File: config.mk
export PLATFORM = sky130hd
export DESIGN_NAME = operation_uart_tx
export DESIGN_NICKNAME = d
export VERILOG_FILES = /design/src/rtl/operation_uart_tx.sv
export SDC_FILE = /design/constraint.sdc
export NUM_CORES = 1
export LEC_CHECK = 0
export ABC_CLOCK_PERIOD_IN_PS = 2590
export CORE_UTILIZATION = 54
export DETAILED_ROUTE_END_ITERATION = 10
export MAX_ROUTING_LAYER = met4
export PLACE_DENSITY = 0.72
export SYNTH_ARGS = -nofsm -noshare
export SYNTH_HDL_FRONTEND = slang
export SYNTH_SLANG_ARGS = --single-unit
File: constraint.sdc
create_clock -name clk -period 2.59 [get_ports clk]
set_input_delay 0.3885 -clock clk [delete_from_list [all_inputs] [get_ports clk]]
set_output_delay 0.3885 -clock clk [all_outputs]
set_load 0.005 [all_outputs]
File: src/rtl/operation_uart_tx.sv
// UART transmitter fed by a small byte FIFO; 8N1 frames, or 8E1 when
// OPERATION_UART_TX_PARITY_EN is defined.
// Ports:
//   clk      - system clock, rising edge
//   reset    - asynchronous active-low reset
//   pi_data  - byte from the upstream stage
//   pi_flag  - one-cycle strobe qualifying pi_data
//   po_tx    - registered serial line, idle high
//   po_busy  - high while a frame is on the line
//   po_ovf   - sticky: a strobed byte was dropped
//   po_cnt   - FIFO occupancy
module operation_uart_tx #(
    parameter int BAUD_DIV = 434,
    parameter int FIFO_AW  = 2
) (
    input  logic             clk,
    input  logic             reset,
    input  logic [7:0]       pi_data,
    input  logic             pi_flag,
    output logic             po_tx,
    output logic             po_busy,
    output logic             po_ovf,
    output logic [FIFO_AW:0] po_cnt
);

    localparam int DEPTH = 2 ** FIFO_AW;
    localparam logic [15:0] BAUD_LAST = 16'(BAUD_DIV - 1);
    localparam logic [FIFO_AW:0] FULL_CNT = (FIFO_AW + 1)'(DEPTH);

    typedef enum logic [2:0] {
        IDLE,
        START,
        DATA,
`ifdef OPERATION_UART_TX_PARITY_EN
        PARITY,
`endif
        STOP
    } state_t;

    state_t state_q, state_d;
    logic [15:0] baud_q, baud_d;
    logic [2:0] idx_q, idx_d;
    logic [7:0] data_q, data_d;
    logic tx_q, tx_d;
    logic ovf_q, ovf_d;
    logic [FIFO_AW:0] cnt_q, cnt_d;
    logic [FIFO_AW-1:0] wptr_q, wptr_d;
    logic [FIFO_AW-1:0] rptr_q, rptr_d;
    logic [7:0] mem [DEPTH];

    logic done, empty, full, pop, wr;

    assign done  = (baud_q == BAUD_LAST);
    assign empty = (cnt_q == '0);
    assign full  = (cnt_q == FULL_CNT);

    // A pop in the same cycle frees a slot, so a strobe into a full
    // FIFO is still accepted then.
    assign wr = pi_flag && (!full || pop);

    always_comb begin
        state_d = state_q;
        idx_d   = idx_q;
        data_d  = data_q;
        pop     = 1'b0;
        // Baud counter restarts on every bit boundary and state entry.
        baud_d  = (state_q == IDLE || done) ? 16'd0 : baud_q + 16'd1;

        unique case (state_q)
            IDLE: begin
                if (!empty) begin
                    pop     = 1'b1;
                    data_d  = mem[rptr_q];
                    state_d = START;
                end
            end
            START: begin
                if (done) begin
                    idx_d   = 3'd0;
                    state_d = DATA;
                end
            end
            DATA: begin
                if (done) begin
                    idx_d = idx_q + 3'd1;
                    if (idx_q == 3'd7) begin
`ifdef OPERATION_UART_TX_PARITY_EN
                        state_d = PARITY;
`else
                        state_d = STOP;
`endif
                    end
                end
            end
`ifdef OPERATION_UART_TX_PARITY_EN
            PARITY: begin
                if (done) state_d = STOP;
            end
`endif
            STOP: begin
                if (done) begin
                    if (!empty) begin
                        pop     = 1'b1;
                        data_d  = mem[rptr_q];
                        state_d = START;
                    end else begin
                        state_d = IDLE;
                    end
                end
            end
            default: state_d = IDLE;
        endcase

        // Line value for the upcoming cycle, so po_tx lines up with state.
        unique case (state_d)
            START:   tx_d = 1'b0;
            DATA:    tx_d = data_d[idx_d];
`ifdef OPERATION_UART_TX_PARITY_EN
            PARITY:  tx_d = ^data_d;
`endif
            default: tx_d = 1'b1;
        endcase
    end

    always_comb begin
        wptr_d = wr  ? wptr_q + 1'b1 : wptr_q;
        rptr_d = pop ? rptr_q + 1'b1 : rptr_q;
        ovf_d  = ovf_q | (pi_flag & full & ~pop);
        unique case ({wr, pop})
            2'b10:   cnt_d = cnt_q + 1'b1;
            2'b01:   cnt_d = cnt_q - 1'b1;
            default: cnt_d = cnt_q;
        endcase
    end

    always_ff @(posedge clk) begin
        if (wr) mem[wptr_q] <= pi_data;
    end

    always_ff @(posedge clk or negedge reset) begin
        if (!reset) begin
            state_q <= IDLE;
            baud_q  <= '0;
            idx_q   <= '0;
            data_q  <= '0;
            tx_q    <= 1'b1;
            ovf_q   <= 1'b0;
            cnt_q   <= '0;
            wptr_q  <= '0;
            rptr_q  <= '0;
        end else begin
            state_q <= state_d;
            baud_q  <= baud_d;
            idx_q   <= idx_d;
            data_q  <= data_d;
            tx_q    <= tx_d;
            ovf_q   <= ovf_d;
            cnt_q   <= cnt_d;
            wptr_q  <= wptr_d;
            rptr_q  <= rptr_d;
        end
    end

    assign po_tx   = tx_q;
    assign po_busy = (state_q != IDLE);
    assign po_ovf  = ovf_q;
    assign po_cnt  = cnt_q;

endmodule

After elaboration in Yosys (flattened, before gate mapping):

Memory sizes are Yosys's and may differ from the RTL's.
Cells that the tools add are included.

* logic and storage cells: 62
* bits of input ports: 11
* memories: 1
* memory bits (writable): 32
* flip-flop bits (word level): 39

Memories
* mem: words 4, width 8, rd ports 1, clocked after Yosys merged registers in 0, wr ports 1, line 49 `logic [7:0] mem [DEPTH];`

* multiplexer cells: 23
* equal/unequal tests: 10
* bitwise gates (word level): 4
* $add $sub $neg: 6
* reductions and logical operators: 8
* $lt $le $gt $ge: 1

Operators by type and width (count)
* $mux 3: 7
* $add 16x1->16 const B: 1
* $eq 16x9->1 const B: 1
* $mux 16: 1
* $mux 8: 2
* $pmux 8 s2: 1
* $pmux 3 s2: 2
* $pmux 3 s4: 1
* $eq 3x2->1 const B: 3
* $add 3x1->3 const B: 2
* $eq 3x1->1 const B: 2
* $eq 3x3->1 const B: 2
* $logic_not 3->1: 2
* $mux 1: 6
* $add 2x1->2 const B: 2
* $lt 3x4->1 const B: 1
* $pmux 1 s2: 2
* $bmux 1 s3: 1
* $reduce_bool 3->1: 1
* $sub 3x1->3 const B: 1
* $and 1x1->1: 2
* $eq 2x1->1 const B: 1
* $eq 2x2->1 const B: 1
* $logic_or 1x1->1: 2
* 5 further kinds: 5

Logic depth before layout (Yosys ltp):

* word-level depth: 8
* depth in mapped cells: 14
* depth with buffers taken out: 12

Worst setup path before layout:

Ideal clock, no wire load.

* path type: reg2reg
* start: reg baud_q[1]
* end: reg tx_q, in the netlist po_tx
* cell stages (with the launch flop): 15
* clock period less this slack: 2.862 ns
* setup slack: -0.272 ns
* library setup time: 0.099 ns
* arrival time: 2.762 ns
* data required time: 2.491 ns
* cells stage by stage: dfrtp_1 -> inv_1 -> ha_1 -> nor3b_1 -> nand4_1 -> buf_4 -> ha_1 -> nor2_1 -> a221oi_2 -> o21ai_1 -> buf_6 -> mux2_4 -> a211o_1 -> a2111oi_4 -> a32oi_1

* word-level cells in the longest chain between the ends: 6

Ends and longest elaborated chain
* start: declaration: line 41 `logic [15:0] baud_q, baud_d;`
* start signal: assignment: line 153 `baud_q <= baud_d;`
* $eq 16x9->1 (*): line 53 `assign done = (baud_q == BAUD_LAST);`
* $mux 3 (on tied branches): line 84, 78
* $pmux 3 s2 (*): line 69 `unique case (state_q)`
* net idx_d[0]: line 42 `logic [2:0] idx_q, idx_d;`
* $bmux 1 s3 (*): line 117 `DATA: tx_d = data_d[idx_d];`
* $mux 1 (implied by the code) (*): line 117
* $pmux 1 s2 (*): line 115 `unique case (state_d)`
* net tx_d: line 44 `logic tx_q, tx_d;`
* end signal: assignment: line 156 `tx_q <= tx_d;`
* end: declaration: line 44

The timed path passes the listed nets; every way through them passes the cells marked *. The select of a mux whose other input is x is not followed.
A chain may end at the register's enable or synchronous reset.

Final worst setup path:

* start: reg baud_q[1]
* end: reg tx_q, in the netlist po_tx

* word-level cells in the longest chain between the ends: 6

Ends and longest elaborated chain
* $eq 16x9->1 (*): line 53
* $mux 8 (tied with other cells): line 101 `if (done) begin`
* $pmux 8 s2 or $pmux 3 s2 (tied branches): line 69
* $bmux 1 s3: line 117
* $mux 1 (implied by the code): line 117
* $pmux 1 s2 (*): line 115
* net tx_d: line 44

Marks and branches as above.

==> results.py <==
metrics = {
    "power": {
        "total_leakage_power_nw": 1.688,
        "power.ir.vdd_worst_uv": 535.2,
        "pwr_per_cell_area_mw_per_mm2": 883.1,
        "power_mw": 3.669,
    },
    "sta": {
        "setup_slack_ps": -124.7,
        "tns_ps": -124.7,
        "maxSlewViolCount": 0,
        "final.period_utilization_pct": 104.8,
        "finish_stage_setup_viols": 1,
        "tmin_final_ps": 2715,
        "slew_headroom_pct": 42.77,
        "hold_viol": 0,
        "worstMarginPinSlew_ps": 858.4,
        "fin_worst_skew_ps": 5.935,
        "rsz0062_at_grt": "yes",
        "max_freq_mhz": 368.4,
    },
    "global_routing": {
        "track_usage_pct": 21.79,
        "grt_start_max_net_pins": 40,
        "grt_pass1_wl_um": 10150,
        "grt.overflow.total": 0,
        "grt_antenna_before_repair": 0,
        "via_count_of_the_first_global_routing_pass": 2186,
    },
    "worst_setup_path": {
        "timing_worst_setup_path_type": "reg -> reg",
        "worst_setup_path_start_kind": "flip-flop",
        "end_kind": "flip-flop",
        "maximum_fanout_count_along_the_critical_path": 3,
        "cp.arrival_ps": 2960,
        "wp_data_required_ps": 2830,
    },
    "clock_network": {
        "tritoncts": "yes",
        "tritoncts.num_buffers": 9,
        "clk_root_buffer_cell": "clkbuf_8",
        "htree_num_levels": 3,
        "clk_transition_reported_paths_ps": 70,
        "clock_sinks": 71,
        "ctsHoldBuffers": 0,
        "clock_tree.buffer_depth": 2,
        "clk-insertion-delay-late_ps": 330,
    },
    "logic_synthesis": {
        "synth_cell_types": 54,
        "synth-warning-count": 0,
        "synth_seq_cells": 71,
        "synth_top_area_share_pct": 28.54,
        "number_of_enable_type_register_cells_in_the_synthesized_netlist": 32,
        "synth.avg_cell_area_um2": 13.20,
        "yosysSeqAreaShare_pct": 57.56,
        "synth.area.top_cells": "edfxtp_1 29%, dfrtp_1 28%, mux4_2 5.4%",
        "synthesis.nets": 276,
        "most_instantiated_flip_flop_cell_in_the_synthesis_netlist": "dfrtp_1",
        "post-synth-top-area-cell": "edfxtp_1",
        "netlist_area_mm2": 0.003367,
        "syn-instance-count": 255,
        "share_of_flip_flops_with_an_asynchronous_set_or_reset_pct": 54.93,
    },
    "run_status": {
        "violated_checks": "setup timing",
        "outcome": "finished, violations left",
    },
    "floorplan": {
        "std_cell_rows": 28,
        "initial_core_utilization_pct": 56.53,
        "die_height_um": 80.96,
        "floorplan.io_pins": 17,
        "die_area_mm2": 0.006555,
        "core_mm2": 0.005956,
        "dieWidth_um": 80.96,
    },
    "detailed_routing": {
        "drt-wirelength-per-cell_um": 15.28,
        "route.detailed.vias_per_inst": 5.529,
        "detail_route.drc_violations": 0,
        "detail_route.iter0.violations": 110,
        "totalWireLength_um": 6004,
        "detail_route.first_pass.iterations": 4,
        "via_count": 2173,
        "ant_nets": 0,
    },
    "layout": {
        "num_antenna_cells": 0,
        "layout-area-overhead-vs-synth_pct": 23.41,
        "final_net_count": 334,
        "final.fill_count": 437,
        "final_layout_size_suffix_gt1_share_pct": 29.56,
    },
    "worst_hold_path": {
        "min_path_type": "in -> async",
    },
    "place": {
        "dp_hpwl_um": 4109,
        "routabilityCongestion": 0.7748,
        "place.port_buffers": 16,
        "preCtsSetupSlack_ps": -193.1,
    },
    "flow_run": {
        "max_cap_viol_count": 0,
    },
}
[sequential cells by signal (all words and copies together), names as in the netlist]
signal   count
po_tx        1
state_q      3
po_ovf       1
mem         32
po_cnt       3
rptr_q       2
data_q       8
wptr_q       2
idx_q        3
baud_q      16
[cells in the final DEF, fill, tap and decap left out, drive strengths merged, types with 2 or more instances in the layout]
master,synthesis,final
mux2,8,8
a21oi,3,3
clkbuf,3,9
clkinvlp,0,2
nor4,3,3
or3,3,3
o21ai,8,8
inv,11,11
a22oi,4,4
xor2,10,10
buf,5,40
xnor2,10,10
nand2b,2,2
dfrtp,38,38
mux2i,9,9
clkinv,0,4
nand4,3,3
and4,2,2
nor3,3,3
edfxtp,32,32
o22ai,2,2
nand2,15,15
and2,7,7
mux4,8,8
ha,9,9
nor2,31,31
clkdlybuf4s50,0,15
nand3,7,7
[metal layers]
layer | up-vias | GRT usage, % | wire [um]
met1 | 1086 | 28.15 | 2836
met5 | - | - | 0
met4 | 0 | 10.36 | 106
met2 | 42 | 32.94 | 2871
li1 | 1031 | - | -
met3 | 14 | 4.607 | 190
[power breakdown]
group | internal [mW] | total, mW | switching [mW]
logic | 0.678 | 1.20 | 0.518
registers | 1.45 | 1.65 | 0.196
clock network | 0.436 | 0.826 | 0.391
total | 2.57 | 3.67 | 1.10
[cell families after synthesis]
group	share of synthesized area, %
AO/OA/AOI/OAI	7.321
XOR/XNOR	5.202
adder cells (fa/ha/maj)	3.939
buffers and inverters	2.936
flip-flops	57.56
multiplexers	10.81
other	0.1114
AND/OR/NAND/NOR	12.12
[per-stage QoR]
stage | area [um^2] | std cells | hold slack [ps] | utilization [%]
finish | 4155 | 393 | 163.2 | 69.77
global route | 4155 | 393 | 227.3 | 69.77
CTS | 4073 | 388 | 190.4 | 68.38
detailed placement | 3824 | 366 | 485.3 | 64.20
global placement | 3824 | 366 | 453.0 | 64.20
floorplan | 3376 | 255 | 92.91 | -
[cells in the mapped netlist (2+ instances only)]
cell type,instances
a21oi_1,3
a22oi_1,4
and2_1,6
and4_1,2
buf_6,3
clkbuf_1,3
dfrtp_1,38
edfxtp_1,32
ha_1,9
inv_1,10
mux2_1,6
mux2i_1,9
mux4_2,8
nand2_1,15
nand2b_1,2
nand3_1,7
nand4_1,3
nor2_1,30
nor3_1,2
nor4_2,2
o21ai_0,7
o22ai_1,2
or3_1,3
xnor2_1,10
xor2_1,10
[layout make-up]
type,instances,area [um^2],area share (%)
Sequential cell,71,1938,46.64
Multi-Input combinational cell,165,1393,33.51
Timing Repair Buffer,55,501.7,12.07
Clock buffer,9,123.9,2.981
Tap cell,75,93.84,2.258
Clock inverter,7,63.81,1.536
Inverter,11,41.29,0.9937
[worst paths after layout]
path	startpoint	slack [ps]	to	depth (start not counted)
setup / recovery	baud_q[1]$_DFF_PN0_	-120	po_tx$_DFF_PN1_	12
hold / removal	reset	160	baud_q[12]$_DFF_PN0_	1
setup reg to reg	baud_q[1]$_DFF_PN0_	-120	po_tx$_DFF_PN1_	12
hold reg to reg	data_q[1]$_DFF_PN0_	500	data_q[1]$_DFF_PN0_	1
max in group asynchronous	reset	1880	data_q[1]$_DFF_PN0_	1
min in group clk	data_q[1]$_DFF_PN0_	500	data_q[1]$_DFF_PN0_	1
[worst max-delay path: stages (launching register included)]
cell and delay, ps:
dfrtp_1 380, inv_1 50, ha_1 120, nor3b_2 150, nand4_1 160, ha_1 320
nor2_1 40, a221oi_2 270, o21ai_2 120, mux2_4 310, a211o_1 290, a2111oi_4 290
a32oi_1 130
[repair_timing]
action	CTS	global route
pin swaps	9	6
gates resized for setup	5	12
buffers inserted	7	5
endpoints found under the setup margin	2	35
Power figures use the tool's default switching activity.
